## src/rtl/muldiv_if.sv

```systemverilog
// Execute-stage to mul/div engine bundle: op launch, flush, MTHI/MTLO writes and HI/LO results.
interface muldiv_if #(parameter int WIDTH = 32);
  logic             start;
  logic             op_div;
  logic             op_signed;
  logic [WIDTH-1:0] a;
  logic [WIDTH-1:0] b;
  logic             abort;
  logic             hi_we;
  logic             lo_we;
  logic [WIDTH-1:0] wd;
  logic             busy;
  logic             done;
  logic [WIDTH-1:0] hi;
  logic [WIDTH-1:0] lo;

  modport master (
    output start, op_div, op_signed, a, b, abort, hi_we, lo_we, wd,
    input  busy, done, hi, lo
  );

  modport slave (
    input  start, op_div, op_signed, a, b, abort, hi_we, lo_we, wd,
    output busy, done, hi, lo
  );
endinterface

```

## src/rtl/muldiv_unit.sv

```systemverilog
// Iterative radix-2 multiply/divide with architectural HI/LO; start->done is WIDTH+1 edges.
// Busy stalls dependents; new starts are ignored while busy, abort cancels without touching HI/LO.
module muldiv_unit #(
  parameter int WIDTH = 32
) (
  input  logic    clk,
  input  logic    rst,
  muldiv_if.slave bus
);
  localparam int CW = $clog2(WIDTH + 1);

  typedef enum logic [1:0] {S_IDLE, S_CALC, S_FIX} state_t;

  state_t           r_state;
  logic             r_busy;
  logic             r_done;
  logic [WIDTH-1:0] r_hi;
  logic [WIDTH-1:0] r_lo;
  logic [CW-1:0]    r_cnt;
  logic [WIDTH-1:0] r_p;
  logic [WIDTH-1:0] r_q;
  logic [WIDTH-1:0] r_m;
  logic             r_div;
  logic             r_neg_q;
  logic             r_neg_r;
  logic             r_dz;

  logic             w_a_neg;
  logic             w_b_neg;
  logic [WIDTH-1:0] w_a_mag;
  logic [WIDTH-1:0] w_b_mag;
  logic [WIDTH:0]   w_sum;
  logic [WIDTH:0]   w_rem_sh;
  logic [WIDTH:0]   w_diff;
  logic             w_ge;
  logic [2*WIDTH-1:0] w_prod;
  logic [WIDTH-1:0] w_quo;
  logic [WIDTH-1:0] w_rem;

  assign w_a_neg = bus.op_signed & bus.a[WIDTH-1];
  assign w_b_neg = bus.op_signed & bus.b[WIDTH-1];
  assign w_a_mag = w_a_neg ? (~bus.a + 1'b1) : bus.a;
  assign w_b_mag = w_b_neg ? (~bus.b + 1'b1) : bus.b;

  // Multiply: {r_p, r_q} is the product shifting right, r_q's low bit selects the add.
  assign w_sum = {1'b0, r_p} + (r_q[0] ? {1'b0, r_m} : {(WIDTH+1){1'b0}});

  // Divide: r_p is the partial remainder, r_q shifts dividend bits out and quotient bits in.
  assign w_rem_sh = {r_p, r_q[WIDTH-1]};
  assign w_ge     = (w_rem_sh >= {1'b0, r_m});
  assign w_diff   = w_rem_sh - {1'b0, r_m};

  assign w_prod = r_neg_q ? (~{r_p, r_q} + 1'b1) : {r_p, r_q};
  // Divide by zero leaves all-ones quotient regardless of operand signs.
  assign w_quo  = r_dz ? {WIDTH{1'b1}} : (r_neg_q ? (~r_q + 1'b1) : r_q);
  assign w_rem  = r_neg_r ? (~r_p + 1'b1) : r_p;

  assign bus.busy = r_busy;
  assign bus.done = r_done;
  assign bus.hi   = r_hi;
  assign bus.lo   = r_lo;

  always_ff @(posedge clk or posedge rst) begin
    if (rst) begin
      r_state <= S_IDLE;
      r_busy  <= 1'b0;
      r_done  <= 1'b0;
      r_hi    <= '0;
      r_lo    <= '0;
      r_cnt   <= '0;
      r_p     <= '0;
      r_q     <= '0;
      r_m     <= '0;
      r_div   <= 1'b0;
      r_neg_q <= 1'b0;
      r_neg_r <= 1'b0;
      r_dz    <= 1'b0;
    end else begin
      r_done <= 1'b0;
      case (r_state)
        S_IDLE: begin
          if (bus.start && !bus.abort) begin
            r_p     <= '0;
            r_q     <= w_a_mag;
            r_m     <= w_b_mag;
            r_div   <= bus.op_div;
            r_neg_q <= w_a_neg ^ w_b_neg;
            r_neg_r <= w_a_neg;
            r_dz    <= bus.op_div && (bus.b == '0);
            r_cnt   <= CW'(WIDTH);
            r_busy  <= 1'b1;
            r_state <= S_CALC;
          end else if (!bus.start) begin
            if (bus.hi_we) r_hi <= bus.wd;
            if (bus.lo_we) r_lo <= bus.wd;
          end
        end
        S_CALC: begin
          if (bus.abort) begin
            r_busy  <= 1'b0;
            r_state <= S_IDLE;
          end else begin
            if (r_div) begin
              r_p <= w_ge ? w_diff[WIDTH-1:0] : w_rem_sh[WIDTH-1:0];
              r_q <= {r_q[WIDTH-2:0], w_ge};
            end else begin
              r_p <= w_sum[WIDTH:1];
              r_q <= {w_sum[0], r_q[WIDTH-1:1]};
            end
            r_cnt <= r_cnt - 1'b1;
            if (r_cnt == CW'(1)) r_state <= S_FIX;
          end
        end
        S_FIX: begin
          r_busy  <= 1'b0;
          r_state <= S_IDLE;
          if (!bus.abort) begin
            r_done <= 1'b1;
            if (r_div) begin
              r_hi <= w_rem;
              r_lo <= w_quo;
            end else begin
              r_hi <= w_prod[2*WIDTH-1:WIDTH];
              r_lo <= w_prod[WIDTH-1:0];
            end
          end
        end
        default: begin
          r_busy  <= 1'b0;
          r_state <= S_IDLE;
        end
      endcase
    end
  end
endmodule

```

## src/flat_wrapper.sv

```systemverilog
// flat-port wrapper written by rule: the top's interface ports become plain ports
module muldiv_unit_flat 
#(
  parameter int WIDTH = 32
)
  (clk, rst, bus_start, bus_op_div, bus_op_signed, bus_a, bus_b, bus_abort, bus_hi_we, bus_lo_we, bus_wd, bus_busy, bus_done, bus_hi, bus_lo);
  muldiv_if #(.WIDTH(WIDTH)) bus_i ();
  input  logic clk;
  input  logic rst;
  input wire logic [$bits(bus_i.start)-1:0] bus_start;
  input wire logic [$bits(bus_i.op_div)-1:0] bus_op_div;
  input wire logic [$bits(bus_i.op_signed)-1:0] bus_op_signed;
  input wire logic [$bits(bus_i.a)-1:0] bus_a;
  input wire logic [$bits(bus_i.b)-1:0] bus_b;
  input wire logic [$bits(bus_i.abort)-1:0] bus_abort;
  input wire logic [$bits(bus_i.hi_we)-1:0] bus_hi_we;
  input wire logic [$bits(bus_i.lo_we)-1:0] bus_lo_we;
  input wire logic [$bits(bus_i.wd)-1:0] bus_wd;
  output wire logic [$bits(bus_i.busy)-1:0] bus_busy;
  output wire logic [$bits(bus_i.done)-1:0] bus_done;
  output wire logic [$bits(bus_i.hi)-1:0] bus_hi;
  output wire logic [$bits(bus_i.lo)-1:0] bus_lo;
  assign bus_i.start = bus_start;
  assign bus_i.op_div = bus_op_div;
  assign bus_i.op_signed = bus_op_signed;
  assign bus_i.a = bus_a;
  assign bus_i.b = bus_b;
  assign bus_i.abort = bus_abort;
  assign bus_i.hi_we = bus_hi_we;
  assign bus_i.lo_we = bus_lo_we;
  assign bus_i.wd = bus_wd;
  assign bus_busy = bus_i.busy;
  assign bus_done = bus_i.done;
  assign bus_hi = bus_i.hi;
  assign bus_lo = bus_i.lo;
  muldiv_unit #(.WIDTH(WIDTH)) u_core (.clk(clk), .rst(rst), .bus(bus_i));
endmodule
```

## config.mk

```make
export PLATFORM = sky130hd
export DESIGN_NAME = muldiv_unit_flat
export DESIGN_NICKNAME = d
export VERILOG_FILES = /design/src/rtl/muldiv_if.sv /design/src/rtl/muldiv_unit.sv /design/src/flat_wrapper.sv
export SDC_FILE = /design/constraint.sdc
export NUM_CORES = 1
export LEC_CHECK = 0
export CAP_MARGIN = 10
export CORE_UTILIZATION = 45
export CTS_BUF_LIST = sky130_fd_sc_hd__clkbuf_16
export DETAILED_ROUTE_END_ITERATION = 7
export DONT_BUFFER_PORTS = 1
export GPL_TIMING_DRIVEN = 0
export PLACE_DENSITY = 0.63
export SLEW_MARGIN = 20
export SYNTH_ARGS = -nofsm -noshare
export SYNTH_HDL_FRONTEND = slang
export SYNTH_SLANG_ARGS = --single-unit
```

## constraint.sdc

```tcl
create_clock -name clk -period 12.9 [get_ports clk]
set_clock_uncertainty 0.2 [all_clocks]
set_input_delay 1.935 -clock clk [delete_from_list [all_inputs] [get_ports clk]]
set_output_delay 1.935 -clock clk [all_outputs]
set_load 0.02 [all_outputs]
```

# ---- Word-level counts from Yosys, hierarchy flattened
# Cells that the tools add are included.
dict set report classes {
  n_addsub 8
  multipliers 0
  div 0
  n_lt_le_gt_ge 1
  n_eq_ne 12
  n_shift 0
  n_mux 40
  n_bitwise 8
  n_reduce_logical 13
}
# operator n
set op_table {}
lappend op_table {{2-to-1 mux 32 bit} 23}
lappend op_table {{case mux 32 bit (2 select lines)} 4}
lappend op_table {{adder 32 x 1 -> 32 bit (second input constant)} 4}
lappend op_table {{NOT 32 bit} 4}
lappend op_table {{adder 64 x 1 -> 64 bit (second input constant)} 1}
lappend op_table {{2-to-1 mux 64 bit} 1}
lappend op_table {{NOT 64 bit} 1}
lappend op_table {{adder 32 x 32 -> 33 bit} 1}
lappend op_table {{greater-or-equal comparator 33 x 32 -> 1 bit} 1}
lappend op_table {{logical NOT 32 bit} 1}
lappend op_table {{subtractor 32 bit} 1}
lappend op_table {{inequality test 2 bit (second input constant)} 7}
lappend op_table {{2-to-1 mux 6 bit} 2}
lappend op_table {{case mux 6 bit (2 select lines)} 1}
lappend op_table {{AND reduction 5 bit} 2}
lappend op_table {{== test 6 x 1 -> 1 bit (second input constant)} 1}
lappend op_table {{2-to-1 mux 2 bit} 3}
lappend op_table {{AND reduction 2 bit} 3}
lappend op_table {{subtractor 6 x 1 -> 6 bit (second input constant)} 1}
lappend op_table {{2-to-1 mux 1 bit} 4}
lappend op_table {{case mux 2 bit (2 select lines)} 1}
lappend op_table {{nonzero test 2 bit} 2}
lappend op_table {{inequality test 3 x 2 -> 1 bit (second input constant)} 1}
lappend op_table {{AND reduction 3 bit} 1}
lappend op_table {{9 further kinds} 11}
dict set report totals {
  regBits 174
  latchBits 0
  mem_bits_rw 0
  romBits 0
  inputBits 104
  wordCells 95
  mem_count 0
}

# ---- Longest topological paths before layout
dict set report logic_depth {
  depth_word 7
  ltp_mapped 16
  ltp_nobuf 14
}

# ---- Worst setup path after synthesis
# Ideal clock, no wire load.
dict set report synth_path {
  path_type {input-to-reg}
  startpoint {input bus_a[8]}
  endpoint {register u_core.r_q[29]}
  t_arrival_ps 4802
  required_ps 12579
  slack_ps 7777
  stages 10
  path_buffers 0
  cell_sequence {or4_4 -> or3_4 -> or4_4 -> or4_4 -> or3_4 -> nand2b_4 -> o41ai_4 -> xor2_1 -> nand2_1 -> a22o_1}
}
dict set report synth_via {
  elab_chain_cells 5
}
# element line
set synth_rtl {}
lappend synth_rtl {{from (decl)} flat_wrapper.sv:13} ;# input wire logic [$bits(bus_i.a)-1:0] bus_a;
lappend synth_rtl {{NOT 32 bit} muldiv_unit.sv:42} ;# assign w_a_mag = w_a_neg ? (~bus.a + 1'b1) : bus.a;
lappend synth_rtl {{adder 32 x 1 -> 32 bit} muldiv_unit.sv:42}
lappend synth_rtl {{2-to-1 mux 32 bit} muldiv_unit.sv:42}
lappend synth_rtl {{2-to-1 mux 32 bit} muldiv_unit.sv:82} ;# if (bus.start && !bus.abort) begin
lappend synth_rtl {{case mux 32 bit (2 select lines)} muldiv_unit.sv:80} ;# case (r_state)
lappend synth_rtl {{to (signal assigned)} muldiv_unit.sv:84} ;# r_q <= w_a_mag;
lappend synth_rtl {{to (signal assigned)} muldiv_unit.sv:105} ;# r_q <= {r_q[WIDTH-2:0], w_ge};
lappend synth_rtl {{to (signal assigned)} muldiv_unit.sv:108} ;# r_q <= {w_sum[0], r_q[WIDTH-1:1]};
lappend synth_rtl {{to (decl)} muldiv_unit.sv:21} ;# logic [WIDTH-1:0] r_q;
# No other way between the ends. The select of a mux whose other input is x is not followed.
# A chain may end at the register's enable or synchronous reset.

# ---- Worst setup path in the final report
dict set report layout_path {
  startpoint {register u_core.r_p[2]}
  endpoint {register u_core.r_p[2]}
}
dict set report layout_via {
  elab_chain_cells 5
  word_cells_on_any_way 6
  classes_between {add/sub (1); order compare (1); mux (4)}
}
# element line
set layout_rtl {}
lappend layout_rtl {{from (decl)} muldiv_unit.sv:20} ;# logic [WIDTH-1:0] r_p;
lappend layout_rtl {{from (signal assigned)} muldiv_unit.sv:104} ;# r_p <= w_ge ? w_diff[WIDTH-1:0] : w_rem_sh[WIDTH-1:0];
lappend layout_rtl {{from (signal assigned)} muldiv_unit.sv:107} ;# r_p <= w_sum[WIDTH:1];
lappend layout_rtl {{greater-or-equal comparator 33 x 32 -> 1 bit} muldiv_unit.sv:50} ;# assign w_ge = (w_rem_sh >= {1'b0, r_m});
lappend layout_rtl {{2-to-1 mux 32 bit} muldiv_unit.sv:104}
lappend layout_rtl {{2-to-1 mux 32 bit (*)} muldiv_unit.sv:103} ;# if (r_div) begin
lappend layout_rtl {{2-to-1 mux 32 bit (*)} muldiv_unit.sv:99} ;# if (bus.abort) begin
lappend layout_rtl {{case mux 32 bit (2 select lines) (*)} muldiv_unit.sv:80}
# Every way passes the cells marked *; elsewhere a longest branch is shown, timed or not. The select of a mux whose other input is x is not followed.

==> run metrics <==
ANT cells 0; final setup fails 0; Initial Util 46.2%; commonest cells in the netlist nand2_1 (248), o21ai_0 (224), dfrtp_1 (174); Die Wd 180 µm; Syn Inst Count 1837; RSZ-0062 raised after global routing no; CP arrival 5.12 ns; top cells by area, synth dfrtp_1 (30%), o21ai_0 (7.8%), xnor2_1 (7.6%); die area 0.0325 mm²; Pwr Density 216 mW/mm²; clk slew on worst S/H paths 0.08 ns; vias per inst 6.13; postcts setup bufs 0; CTS resizes 0; area share of the largest cell type after synthesis 30.5%; IO Pins 170; first-pass GRT wire length 76400 µm; final-report hold violation count 0; fin crit period 4.97 ns; clk sinks 174; Post-Route Setup TNS 0 ns; max-slew violations 0; Clk Latency, worst-skew pair 0.48 ns; Worst Path Required 13.04 ns; Worst setup SP type register; Wirelength per Cell 21.7 µm; Primary FF master, synth dfrtp_1; initial antenna violation count 0; Area growth syn-to-layout 8.40%; actual transition at the worst max-transition pin 0.842 ns; Final GP Congestion 0.923; top-count cell post-synth nand2_1; Bufs on Longest Clock Path 2; Max Cap Viol 0; synthesized cell area 0.0143 mm²; share of layout cells above drive strength 1 4.43%; CTS tree yes; Non-Filler Instances 2268; area leader, netlist dfrtp_1; root buffer cell clkbuf_16; gr ovfl total 0; crit path kind reg2reg; pin count of the biggest net entering global routing 69; Max IR drop VDD 117 µV; Max Fclk 201 MHz; Antenna Nets Post-Route 0; hold depth 2; run status completed; vias in the first global route 13300; Post-CTS Hold Buffers 0; Port Buffers 0; worst r2r path cells 14; Critical Path Sink Type register; Slew HR 43.5%; FF+latch count, synth 174; Lkg Pwr 6.61 nW; Ys Warns 0; register area share after synthesis 30.5%; H-tree Lvls 4; number of synthesized flops with an enable pin 0; ys async rst share 100%; Crit Path Max Fanout 10; Die Ht 180 µm; Nets 2035; Synth Net Count 2013; DRC viols 0; Via Count 13900; total CTS buffers 17; Core ar. 0.0309 mm²; syn_area_per_cell 7.78 µm²; hpwl dp 39300 µm; routed wire length 49300 µm; placed cell count 2236; Hold Crit Class reg2reg; row cnt 64; First DRT Iteration DRCs 1272; GRT Util Overall 30.5%; distinct cell type count after synthesis 65; Initial DRT Pass Iterations 5; Final period util 38.6%
metrics by stage:
step	worst slack [ns]	utilization (%)	cell area, µm²	hold slack [ns]	power (W)
after floorplan	6.05	-	14300	0.249	0.00223
after global placement	3.76	47.8	14800	0.263	0.00271
after detailed placement	7.58	48.1	14900	0.270	0.00274
after CTS	8.03	50.1	15500	0.288	0.00331
after global routing	7.69	50.1	15500	0.297	0.00357
final	7.93	50.1	15500	0.280	0.00334
path summary, 6_finish.rpt:
path / endpoint / slack, ns / startpoint
worst max register to register: u_core.r_p[2] / 7.93 / u_core.r_p[2]
max in group asynchronous: u_core.r_q[26] / 10.74 / rst
worst min-delay path: u_core.r_m[19] / 0.28 / u_core.r_m[19]
worst max-delay path: u_core.r_p[2] / 7.93 / u_core.r_p[2]
worst min register to register: u_core.r_m[19] / 0.28 / u_core.r_m[19]
min in group asynchronous: u_core.r_p[11] / 1.09 / rst
logic make-up after synthesis:
family	Yosys count	synth area share, %
fa+ha+maj	72	6.41
buf+inv	182	5.11
xor+xnor	168	10.3
flops	174	30.5
simple gates	616	19.7
mux	45	3.24
compound gates	580	24.8
power by group:
group / total [W] / internal [W] / switching (W) / leakage, nW
clock network: 0.000570 / 0.000297 / 0.000273 / 0.306
registers: 0.000962 / 0.000684 / 0.000278 / 2.17
logic: 0.00181 / 0.000719 / 0.00109 / 4.14
total: 0.00334 / 0.00170 / 0.00164 / 6.61
layout make-up:
type | instances | area, µm²
fill | 3096 | 15400
tap | 396 | 495
timing repair buffer | 3 | 60.1
sequential | 174 | 4350
inverter | 73 | 282
multi-input combinational | 1481 | 9220
buffer | 109 | 457
clock buffer | 17 | 425
clock inverter | 15 | 199
flip-flops by register name (all words and copies together), names as in the netlist:
name	cells
u_core.bus.busy	1
u_core.bus.done	1
u_core.bus.hi	32
u_core.bus.lo	32
u_core.r_cnt	6
u_core.r_div	1
u_core.r_dz	1
u_core.r_m	32
u_core.r_neg_q	1
u_core.r_neg_r	1
u_core.r_p	32
u_core.r_q	32
u_core.r_state	2
layer usage:
metal / track usage (%) / routed length [µm] / vias to the layer above / share of wire [%]
met4: 9.40 / 1210 / 0 / 2.4
met2: 45.6 / 21100 / 633 / 43
li1: - / - / 6603 / -
met3: 8.19 / 4780 / 73 / 9.7
met1: 42.6 / 22200 / 6601 / 45
met5: 0 / 0 / - / 0
critical path: stages, from the launching register on:
cell and delay (ns):
dfrtp_1 0.50, ha_1 0.40, a21o_1 0.20, a21oi_1 0.12
o21ai_0 0.23, a221oi_1 0.64, o21ai_0 0.39, a31oi_1 0.55
a32o_1 0.26, buf_2 0.21, buf_2 0.31, buf_1 0.49
nor2_1 0.12, a21oi_1 0.13, o21ai_0 0.10
cell usage in the layout, fill, tap and decap left out, types with 11 or more instances in the layout:
cell       count
nand2b_1      19
a21oi_1      120
or2_2         13
inv_1         72
clkbuf_1      90
xor2_1        44
o31ai_1       25
a221o_1       14
a31oi_1       20
nor2_1       160
buf_1         11
nor4_1        12
o41ai_1       16
ha_1          70
mux2i_1       35
dfrtp_1      174
a21o_1        34
or4_1         13
or3_1         19
nand4_1       11
nand3_1       39
and3_1        11
xnor2_1      124
nor3_1        34
o22ai_1       43
clkbuf_16     17
o21ai_0      224
nand2_1      248
(Power assumes the default switching activity.)
